<file path="src/rtl/ahb_apb_pkg.sv">
// Shared types and constants for the AHB-Lite to APB3 bridge.
package ahb_apb_pkg;

  typedef enum logic [1:0] {
    HTRANS_IDLE   = 2'b00,
    HTRANS_BUSY   = 2'b01,
    HTRANS_NONSEQ = 2'b10,
    HTRANS_SEQ    = 2'b11
  } htrans_e;

  typedef enum logic [1:0] {
    HRESP_OKAY  = 2'b00,
    HRESP_ERROR = 2'b01
  } hresp_e;

  typedef enum logic [2:0] {
    ST_IDLE    = 3'd0,
    ST_CAPTURE = 3'd1,
    ST_SETUP   = 3'd2,
    ST_ACCESS  = 3'd3,
    ST_ERR1    = 3'd4,
    ST_ERR2    = 3'd5
  } bridge_state_e;

  localparam logic [2:0] HSIZE_BYTE = 3'b000;
  localparam logic [2:0] HSIZE_HALF = 3'b001;
  localparam logic [2:0] HSIZE_WORD = 3'b010;

endpackage

</file>
<file path="src/rtl/apb_addr_decode.sv">
// Combinational AHB address decoder: maps haddr onto an APB slave index
// and flags transfers that cannot be forwarded (out of range, oversize or
// misaligned for their size).
module apb_addr_decode
  import ahb_apb_pkg::*;
#(
  parameter int                ADDR_W   = 32,
  parameter int                NUM_SLV  = 4,
  parameter int                IDX_W    = 2,
  parameter logic [ADDR_W-1:0] SLV_BASE = 32'h4000_0000,
  parameter logic [ADDR_W-1:0] SLV_SPAN = 32'h0000_1000
) (
  input  logic [ADDR_W-1:0] i_haddr,
  input  logic [2:0]        i_hsize,
  output logic [IDX_W-1:0]  o_idx,
  output logic              o_illegal
);

  logic [ADDR_W-1:0] w_off;
  logic [ADDR_W-1:0] w_idx_full;
  logic              w_oor;
  logic              w_bad_size;

  // Slave index from offset, range check, and size/alignment legality.
  always_comb begin
    w_off      = i_haddr - SLV_BASE;
    w_idx_full = w_off / SLV_SPAN;
    w_oor      = (i_haddr < SLV_BASE) || (w_idx_full >= ADDR_W'(NUM_SLV));
    w_bad_size = 1'b0;
    case (i_hsize)
      HSIZE_BYTE: w_bad_size = 1'b0;
      HSIZE_HALF: w_bad_size = i_haddr[0];
      HSIZE_WORD: w_bad_size = |i_haddr[1:0];
      default:    w_bad_size = 1'b1;
    endcase
    o_idx     = w_idx_full[IDX_W-1:0];
    o_illegal = w_oor || w_bad_size;
  end

endmodule

</file>
<file path="src/rtl/ahb2apb_bridge_core.sv">
// AHB-Lite slave to APB3 master bridge. One AHB transfer at a time is
// decoded, then driven through CAPTURE -> SETUP -> ACCESS; the AHB data
// phase is stretched with hready_out until the APB slave responds.
module ahb2apb_bridge_core
  import ahb_apb_pkg::*;
#(
  parameter int                ADDR_W   = 32,
  parameter int                DATA_W   = 32,
  parameter int                NUM_SLV  = 4,
  parameter logic [ADDR_W-1:0] SLV_BASE = 32'h4000_0000,
  parameter logic [ADDR_W-1:0] SLV_SPAN = 32'h0000_1000,
  parameter int                TIMEOUT  = 16
) (
  input  logic              clk,
  input  logic              rst,
  input  logic              hsel,
  input  logic [ADDR_W-1:0] haddr,
  input  logic [1:0]        htrans,
  input  logic              hwrite,
  input  logic [2:0]        hsize,
  input  logic [DATA_W-1:0] hwdata,
  input  logic              hready_in,
  output logic              hready_out,
  output logic [1:0]        hresp,
  output logic [DATA_W-1:0] hrdata,
  output logic [ADDR_W-1:0] paddr,
  output logic [NUM_SLV-1:0] psel,
  output logic              penable,
  output logic              pwrite,
  output logic [DATA_W-1:0] pwdata,
  input  logic [DATA_W-1:0] prdata,
  input  logic              pready,
  input  logic              pslverr
);

  localparam int IDX_W = (NUM_SLV > 1) ? $clog2(NUM_SLV) : 1;
  localparam int TO_W  = (TIMEOUT > 1) ? $clog2(TIMEOUT) : 1;
  localparam logic [TO_W-1:0] CNT_LAST = TO_W'(TIMEOUT - 1);

  bridge_state_e r_state;
  bridge_state_e w_state_nxt;

  logic [ADDR_W-1:0]  r_haddr;
  logic               r_hwrite;
  logic [IDX_W-1:0]   r_idx;
  logic [TO_W-1:0]    r_cnt;
  logic [ADDR_W-1:0]  r_paddr;
  logic [NUM_SLV-1:0] r_psel;
  logic               r_penable;
  logic               r_pwrite;
  logic [DATA_W-1:0]  r_pwdata;
  logic [DATA_W-1:0]  r_hrdata;

  logic               w_valid;
  logic               w_sample;
  logic               w_done;
  logic               w_timeout_hit;
  logic [IDX_W-1:0]   w_idx;
  logic               w_illegal;
  logic [NUM_SLV-1:0] w_psel_dec;

  apb_addr_decode #(
    .ADDR_W  (ADDR_W),
    .NUM_SLV (NUM_SLV),
    .IDX_W   (IDX_W),
    .SLV_BASE(SLV_BASE),
    .SLV_SPAN(SLV_SPAN)
  ) u_decode (
    .i_haddr  (haddr),
    .i_hsize  (hsize),
    .o_idx    (w_idx),
    .o_illegal(w_illegal)
  );

  assign w_valid       = hsel & hready_in & htrans[1];
  assign w_done        = (r_state == ST_ACCESS) & pready & ~pslverr;
  assign w_timeout_hit = (TIMEOUT != 0) && (r_cnt == CNT_LAST);

  assign paddr   = r_paddr;
  assign psel    = r_psel;
  assign penable = r_penable;
  assign pwrite  = r_pwrite;
  assign pwdata  = r_pwdata;
  // Read data passes straight through in the completing cycle, else holds.
  assign hrdata  = w_done ? prdata : r_hrdata;

  // One-hot slave select from the latched index.
  always_comb begin
    w_psel_dec        = '0;
    w_psel_dec[r_idx] = 1'b1;
  end

  // State register.
  always_ff @(posedge clk) begin
    if (rst) r_state <= ST_IDLE;
    else     r_state <= w_state_nxt;
  end

  // Next-state logic plus AHB response and address-phase sampling strobe.
  always_comb begin
    w_state_nxt = r_state;
    w_sample    = 1'b0;
    hready_out  = 1'b1;
    hresp       = HRESP_OKAY;
    case (r_state)
      ST_IDLE: begin
        w_sample = w_valid;
        if (w_valid) w_state_nxt = w_illegal ? ST_ERR1 : ST_CAPTURE;
      end
      ST_CAPTURE: begin
        hready_out  = 1'b0;
        w_state_nxt = ST_SETUP;
      end
      ST_SETUP: begin
        hready_out  = 1'b0;
        w_state_nxt = ST_ACCESS;
      end
      ST_ACCESS: begin
        hready_out = pready & ~pslverr;
        if (pready && pslverr) begin
          w_state_nxt = ST_ERR1;
        end else if (pready) begin
          // Completing cycle doubles as an address phase for back-to-back.
          w_sample    = w_valid;
          w_state_nxt = w_valid ? (w_illegal ? ST_ERR1 : ST_CAPTURE) : ST_IDLE;
        end else if (w_timeout_hit) begin
          w_state_nxt = ST_ERR1;
        end
      end
      ST_ERR1: begin
        hready_out  = 1'b0;
        hresp       = HRESP_ERROR;
        w_state_nxt = ST_ERR2;
      end
      ST_ERR2: begin
        hresp    = HRESP_ERROR;
        w_sample = w_valid;
        if (w_valid) w_state_nxt = w_illegal ? ST_ERR1 : ST_CAPTURE;
        else         w_state_nxt = ST_IDLE;
      end
      default: w_state_nxt = ST_IDLE;
    endcase
  end

  // Address-phase capture, APB bus drive, wait-state counter and read data hold.
  always_ff @(posedge clk) begin
    if (rst) begin
      r_haddr   <= '0;
      r_hwrite  <= 1'b0;
      r_idx     <= '0;
      r_cnt     <= '0;
      r_paddr   <= '0;
      r_psel    <= '0;
      r_penable <= 1'b0;
      r_pwrite  <= 1'b0;
      r_pwdata  <= '0;
      r_hrdata  <= '0;
    end else begin
      if (w_sample) begin
        r_haddr  <= haddr;
        r_hwrite <= hwrite;
        r_idx    <= w_idx;
      end
      if (r_state == ST_CAPTURE) begin
        r_paddr   <= r_haddr;
        r_pwrite  <= r_hwrite;
        r_psel    <= w_psel_dec;
        r_penable <= 1'b0;
        if (r_hwrite) r_pwdata <= hwdata;
      end
      if (r_state == ST_SETUP) r_penable <= 1'b1;
      if ((r_state == ST_ACCESS) && (pready || w_timeout_hit)) begin
        r_psel    <= '0;
        r_penable <= 1'b0;
      end
      if ((r_state == ST_ACCESS) && !pready && !w_timeout_hit)
        r_cnt <= r_cnt + TO_W'(1);
      else
        r_cnt <= '0;
      if (w_done) r_hrdata <= prdata;
    end
  end

endmodule

</file>
<file path="config.mk">
export PLATFORM = sky130hd
export DESIGN_NAME = ahb2apb_bridge_core
export DESIGN_NICKNAME = d
export VERILOG_FILES = /design/src/rtl/ahb_apb_pkg.sv /design/src/rtl/apb_addr_decode.sv /design/src/rtl/ahb2apb_bridge_core.sv
export SDC_FILE = /design/constraint.sdc
export NUM_CORES = 1
export LEC_CHECK = 0
export CORE_ASPECT_RATIO = 0.75
export CORE_MARGIN = 2
export CORE_UTILIZATION = 44
export CTS_CLUSTER_DIAMETER = 50
export DETAILED_ROUTE_END_ITERATION = 8
export PLACE_DENSITY = 0.87
export SKIP_LAST_GASP = 1
export SYNTH_ARGS = -nofsm -noshare
export SYNTH_HDL_FRONTEND = slang
export SYNTH_HIERARCHICAL = 1
export SYNTH_SLANG_ARGS = --single-unit
</file>
<file path="constraint.sdc">
create_clock -name clk -period 1.7 [get_ports clk]
set_input_delay 0.255 -clock clk [delete_from_list [all_inputs] [get_ports clk]]
set_output_delay 0.255 -clock clk [all_outputs]
set_load 0.02 [all_outputs]
</file>
==> results.sh, run 1 <==
export IMPL_clockBufferDepth=2
export IMPL_swShare_pct=21.6
export IMPL_yosys_warnings=6
export IMPL_place_hpwl_um=10200
export IMPL_final_cell_mix="clkdlybuf4s50_1 (164), dfxtp_1 (142), nand2_1 (135), a21oi_1 (73), nand2b_1 (70)"
export IMPL_crit_arrival_ns=1.99
export IMPL_layout_area_overhead_vs_synth_pct=57.1
export IMPL_min_period_over_period_pct=132
export IMPL_p_leak_uw=0.00351
export IMPL_peakVddDrop_v=0.000874
export IMPL_crit_path_start="pready"
export IMPL_slowest_stage="clkdlybuf4s50_1"
export IMPL_rrSetupSlack_ns=-0.29
export IMPL_wire_per_inst_um=14.6
export IMPL_clock_latency_ns=0.40
export IMPL_die_height_um=103
export IMPL_worst_r2r_endpoint="r_haddr[3]$_SDFFE_PP0P_"
export IMPL_drtAntennaViolNets=0
export IMPL_rows=36
export IMPL_synth_seq_cells=144
export IMPL_hp_class="in2reg"
export IMPL_avgSynthCellArea_um2=9.20
export IMPL_fp_dieW_um=136
export IMPL_final_area_um2=9050
export IMPL_path_delay_family="buffers and inverters"
export IMPL_drv_cap=0
export IMPL_place_congestion=0.748
export IMPL_switching_power_uw=1710
export IMPL_firstDrtPassIters=4
export IMPL_hp_start="rst"
export IMPL_finalCriticalPeriod_ns=2.25
export IMPL_crit_required_ns=1.44
export IMPL_antenna_found_initial=0
export IMPL_cp_slowest_stage_delay_ns=0.48
export IMPL_seq_power_share_pct=43.3
export IMPL_layout_commonest_cell="clkdlybuf4s50_1"
export IMPL_fmax_mhz=445
export IMPL_synth_ff_type="dfxtp_1"
export IMPL_setup_viol=68
export IMPL_ys_async_sr_fraction_pct=0
export IMPL_p_comb_share_pct=8.5
export IMPL_synth_top_cell_by_area="dfxtp_1"
export IMPL_cp_end_kind="primary output"
export IMPL_hold_ws_ns=0.227
export IMPL_grt_pass1_vias=4574
export IMPL_dp_cells=1000
export IMPL_critPathKind="in2out"
export IMPL_placed_cell_area_um2=8180
export IMPL_drv_slew=0
export IMPL_synth_top_area_share_pct=50.1
export IMPL_grt_pass1_wl_um=22300
export IMPL_syn_inst=626
export IMPL_violations="negative setup slack"
export IMPL_reg2regPathDepth=8
export IMPL_cts_max_level=4
export IMPL_netlist_area_um2=5760
export IMPL_fin_ws_ns=-0.546
export IMPL_p_per_area_nw_per_um2=878
export IMPL_synth_area_leaders="dfxtp_1 (50%), nand2_1 (8.8%), nand2b_1 (7.6%)"
export IMPL_utilization_pct=70.2
export IMPL_p_int_uw=6220
export IMPL_clkSinkCount=144
export IMPL_final_hold_viol_count=0
export IMPL_nets=968
export IMPL_pin_count=213
export IMPL_cts_root_buffer="clkbuf_16"
export IMPL_seq_area_frac_synth_pct=50.1
export IMPL_final_cells=1042
export IMPL_synth_edf_count=0
export IMPL_critPathMaxFanout=30
export IMPL_fp_dieArea_um2=14000
export IMPL_r2r_start="r_state[0]$_SDFFE_PP0P_"
export IMPL_worst_path_buf_inv=3
export IMPL_start_util_pct=44.7
export IMPL_via_per_inst=4.82
export IMPL_drt_wl_total_um=15300
export IMPL_synthesis_nets=735
export IMPL_diodes=0
export IMPL_drt_iter0_markers=193
export IMPL_drcViolationCount=0
export IMPL_yosysUniqueCellTypes=45
export IMPL_cts_tree="yes"
export IMPL_worst_clock_skew_ns=0.00907
export IMPL_grt_overflow=0
export IMPL_cts_inserted_buffers=17
export IMPL_dpl_worst_slack_ns=-0.778
export IMPL_start_kind="input pin"
export IMPL_pwr_share_clk_pct=48.2
export IMPL_drive_gt1_share_pct=15.3
export IMPL_path_cells="clkdlybuf4s50_1 -> nand4b_1 -> nor2_4 -> buf_12 -> mux2_2 -> dlygate4sd2_1"
export IMPL_crit_end="hrdata[6]"
export IMPL_portBuffers=210
export IMPL_grt_usage_pct=20.3
export IMPL_cp_depth=6
export IMPL_vias=5023
export IMPL_outcome="complete, but fails checks"
export IMPL_core_um2=12900
export IMPL_cts_clk_slew_worst_paths_ns=0.06
export IMPL_grt_max_degree=70
export IMPL_rsz0062_at_grt="true"
==> state kept, by name, summed over array words and instances (netlist names) <==
signal    cells
penable       1
r_hrdata     32
psel          4
r_cnt         4
paddr        32
r_hwrite      1
r_state       3
r_haddr      32
r_idx         2
pwrite        1
pwdata       32
==> metal layers <==
layer	vias to the layer above	wire [µm]	global-route usage, %
met1	2301	6590	25.2
met5	-	0	0
met3	15	1540	8.21
met2	186	6940	32.9
li1	2521	-	-
met4	0	187	6.01
==> metrics by stage <==
| step | setup TNS (ns) | total power, µW |
|---|---|---|
| final | -23.87 | 7940 |
| after global routing | -28.28 | 8210 |
| after CTS | -23.57 | 7970 |
| after detailed placement | -46.05 | 4130 |
| after global placement | -42.64 | 4120 |
| after floorplan | 0 | 3760 |
==> repair_timing <==
action                                  4_1_cts  5_1_grt
hold buffers                                  0        0
pin swaps                                     7        2
cloned                                        2        2
buffers inserted                              4        5
resized for setup                            69       31
endpoints found under the setup margin       71       76
==> cell usage after synthesis (all sizes together), types with 4 or more instances <==
library cell,count
a31oi,4
nor2,7
nand2,135
buf,19
clkbuf,27
mux2,32
nand2b,70
o21ai,6
nor2b,35
mux2i,35
a21oi,73
dfxtp,144
==> worst reg2reg max path, stage by stage, from the launching register on <==
cell and delay, ns:
dfxtp_2 0.32, buf_4 0.17, or3_4 0.38, buf_4 0.14, o21ai_1 0.07, o2111a_2 0.34, buf_6 0.16, clkbuf_16 0.15
mux2i_1 0.19
==> worst min path at each step <==
| stage | end | cells after the start |
|---|---|---|
| global route | r_state[0]$_SDFFE_PP0P_ | 3 |
| global placement | r_cnt[0]$_SDFF_PP0_ | 1 |
| floorplan | pwdata[0]$_SDFFE_PP0P_ | 2 |
| CTS | r_state[0]$_SDFFE_PP0P_ | 3 |
| finish | r_state[0]$_SDFFE_PP0P_ | 3 |
| detailed placement | r_cnt[0]$_SDFF_PP0_ | 1 |
==> kinds of logic after synthesis <==
| logic type | count (synthesis) | share of synthesized area (%) |
|---|---|---|
| compound gates | 92 | 8.67 |
| simple gates | 270 | 23.6 |
| buf+inv | 49 | 4.74 |
| mux | 67 | 12.3 |
| xor+xnor | 2 | 0.304 |
| flops | 144 | 50.1 |
| fa+ha+maj | 1 | 0.217 |
| other cells | 1 | 0.0651 |
==> layout make-up <==
cell class	count	area [µm²]
multi-input combinational	433	2710
clock inverter	11	153
timing repair buffer	260	2620
clock buffer	20	457
tap	171	214
fill	943	3840
inverter	3	11.3
sequential	144	2890
==> power by group through the flow <==
stage	combinational [µW]	sequential (µW)	clock [µW]
6_report	675	3440	3820
5_1_grt	720	3440	4050
4_1_cts	652	3440	3890
3_5_place_dp	615	3510	0
3_3_place_gp	607	3510	0
2_1_floorplan	241	3520	0
(Power assumes the default switching activity.)
==> run 2: changes to the inputs <==
==> constraint.sdc (replaced) <==
create_clock -name clk -period 1.7 [get_ports clk]
set_input_delay 0.425 -clock clk [delete_from_list [all_inputs] [get_ports clk]]
set_output_delay 0.425 -clock clk [all_outputs]
set_load 0.02 [all_outputs]
==> run 2 against run 1 <==
Net effect:
- the run still ends with negative setup slack left
- sequential share of layout area fell by 0.67 points
- combinational power fell by 2%
- clock power increased by 2%
- wire length grew 1.1%
- critical endpoint is now hrdata[21]
==> results.sh, run 2 (same netlist as run 1, synthesis figures left out) <==
export IMPL_crit_path_start="pslverr"
export IMPL_hold_ws_ns=0.323
export IMPL_start_kind="input pin"
export IMPL_clock_latency_ns=0.40
export IMPL_setup_viol=68
export IMPL_fmax_mhz=434
export IMPL_cts_inserted_buffers=17
export IMPL_clockBufferDepth=2
export IMPL_firstDrtPassIters=4
export IMPL_vias=5031
export IMPL_nets=972
export IMPL_drcViolationCount=0
export IMPL_grt_pass1_wl_um=23800
export IMPL_grt_pass1_vias=4850
export IMPL_crit_required_ns=1.27
export IMPL_layout_commonest_cell="dfxtp_1"
export IMPL_grt_max_degree=70
export IMPL_start_util_pct=44.7
export IMPL_antenna_found_initial=1
export IMPL_via_per_inst=4.80
export IMPL_final_cell_mix="dfxtp_1 (141), nand2_1 (135), clkdlybuf4s50_1 (86), dlygate4sd2_1 (83)"
export IMPL_violations="negative setup slack"
export IMPL_outcome="complete, but fails checks"
export IMPL_layout_area_overhead_vs_synth_pct=60.5
export IMPL_hp_start="rst"
export IMPL_r2r_start="r_state[0]$_SDFFE_PP0P_"
export IMPL_finalPower_uw=7990
export IMPL_rrSetupSlack_ns=-0.21
export IMPL_p_leak_uw=0.00385
export IMPL_critPathMaxFanout=6
export IMPL_drv_cap=0
export IMPL_wire_per_inst_um=14.7
export IMPL_portBuffers=210
export IMPL_clkSinkCount=144
export IMPL_peakVddDrop_v=0.000603
export IMPL_grt_usage_pct=21.5
export IMPL_finalCriticalPeriod_ns=2.30
export IMPL_drtAntennaViolNets=0
export IMPL_grt_overflow=0
export IMPL_cts_root_buffer="clkbuf_16"
export IMPL_critPathKind="in2out"
export IMPL_hp_class="in2reg"
export IMPL_drive_gt1_share_pct=20.3
export IMPL_drt_iter0_markers=174
export IMPL_final_hold_viol_count=0
export IMPL_drv_slew=0
export IMPL_worst_clock_skew_ns=0.0109
export IMPL_place_congestion=0.805
export IMPL_die_height_um=103
export IMPL_cts_max_level=4
export IMPL_min_period_over_period_pct=135
export IMPL_fin_ws_ns=-0.602
export IMPL_cts_clk_slew_worst_paths_ns=0.06
export IMPL_pin_count=213
export IMPL_cp_end_kind="primary output"
export IMPL_p_per_area_nw_per_um2=864
export IMPL_core_um2=12900
export IMPL_place_hpwl_um=10100
export IMPL_tns_ns=-23.23
export IMPL_cts_tree="yes"
export IMPL_crit_arrival_ns=1.88
export IMPL_rows=36
export IMPL_holdBufCountCts=0
export IMPL_drt_wl_total_um=15400
export IMPL_fp_dieW_um=136
export IMPL_fp_dieArea_um2=14000
export IMPL_rsz0062_at_grt="true"
## run 2: through the flow
stage                     setup WS (ns)  utilization (%)  cells  instance area, µm²
after CTS                        -0.673             71.2   1048                9170
after floorplan                  -0.123                -    626                5890
after global routing             -0.694             71.8   1048                9240
after global placement            -1.09             64.6   1001                8320
final                            -0.602             71.8   1048                9240
after detailed placement          -1.13             64.6   1001                8320
## run 2: timing repair
action                                  4_1_cts  5_1_grt
resized for setup                           302       30
endpoints found under the hold margin         0        0
pin swaps                                    10        9
endpoints found under the setup margin      142       86
setup buffers                                10        3
cloned                                        5        0
## run 2: final timing paths
| path | end | cells past startpoint |
|---|---|---|
| setup / recovery | hrdata[21] | 8 |
| hold / removal | paddr[19]$_SDFFE_PP0N_ | 2 |
| setup reg to reg | r_haddr[4]$_SDFFE_PP0P_ | 8 |
| hold reg to reg | pwrite$_SDFFE_PP0N_ | 2 |
## run 2: worst max-delay path, cell delays in order
cell and delay [ns]:
dlygate4sd2_1 0.23, nand4b_1 0.23, nor2_4 0.18, buf_6 0.11
buf_6 0.11, buf_12 0.13, mux2_4 0.31, buf_6 0.13
## run 2: power by group
group,switching [µW],internal [µW]
Combinational,259,405
Sequential,24.9,3420
Clock,1420,2460
Total,1710,6280
## run 2: per-layer routing
layer  GRT usage (%)  routed length (µm)
met4            7.37                 289
met1            26.7                6890
met3            7.47                1150
met2            35.3                7110
met5               0                   0
## run 2: area by class of cell
| cell class | instances | area (µm²) |
|---|---|---|
| flip-flops and latches | 144 | 2890 |
| diodes | 1 | 2.50 |
| clock inverters | 13 | 185 |
| multi-input cells | 433 | 2850 |
| well taps | 171 | 214 |
| fillers | 954 | 3640 |
| repair buffers | 264 | 2660 |
| inverters | 3 | 11.3 |
| clock buffers | 19 | 433 |
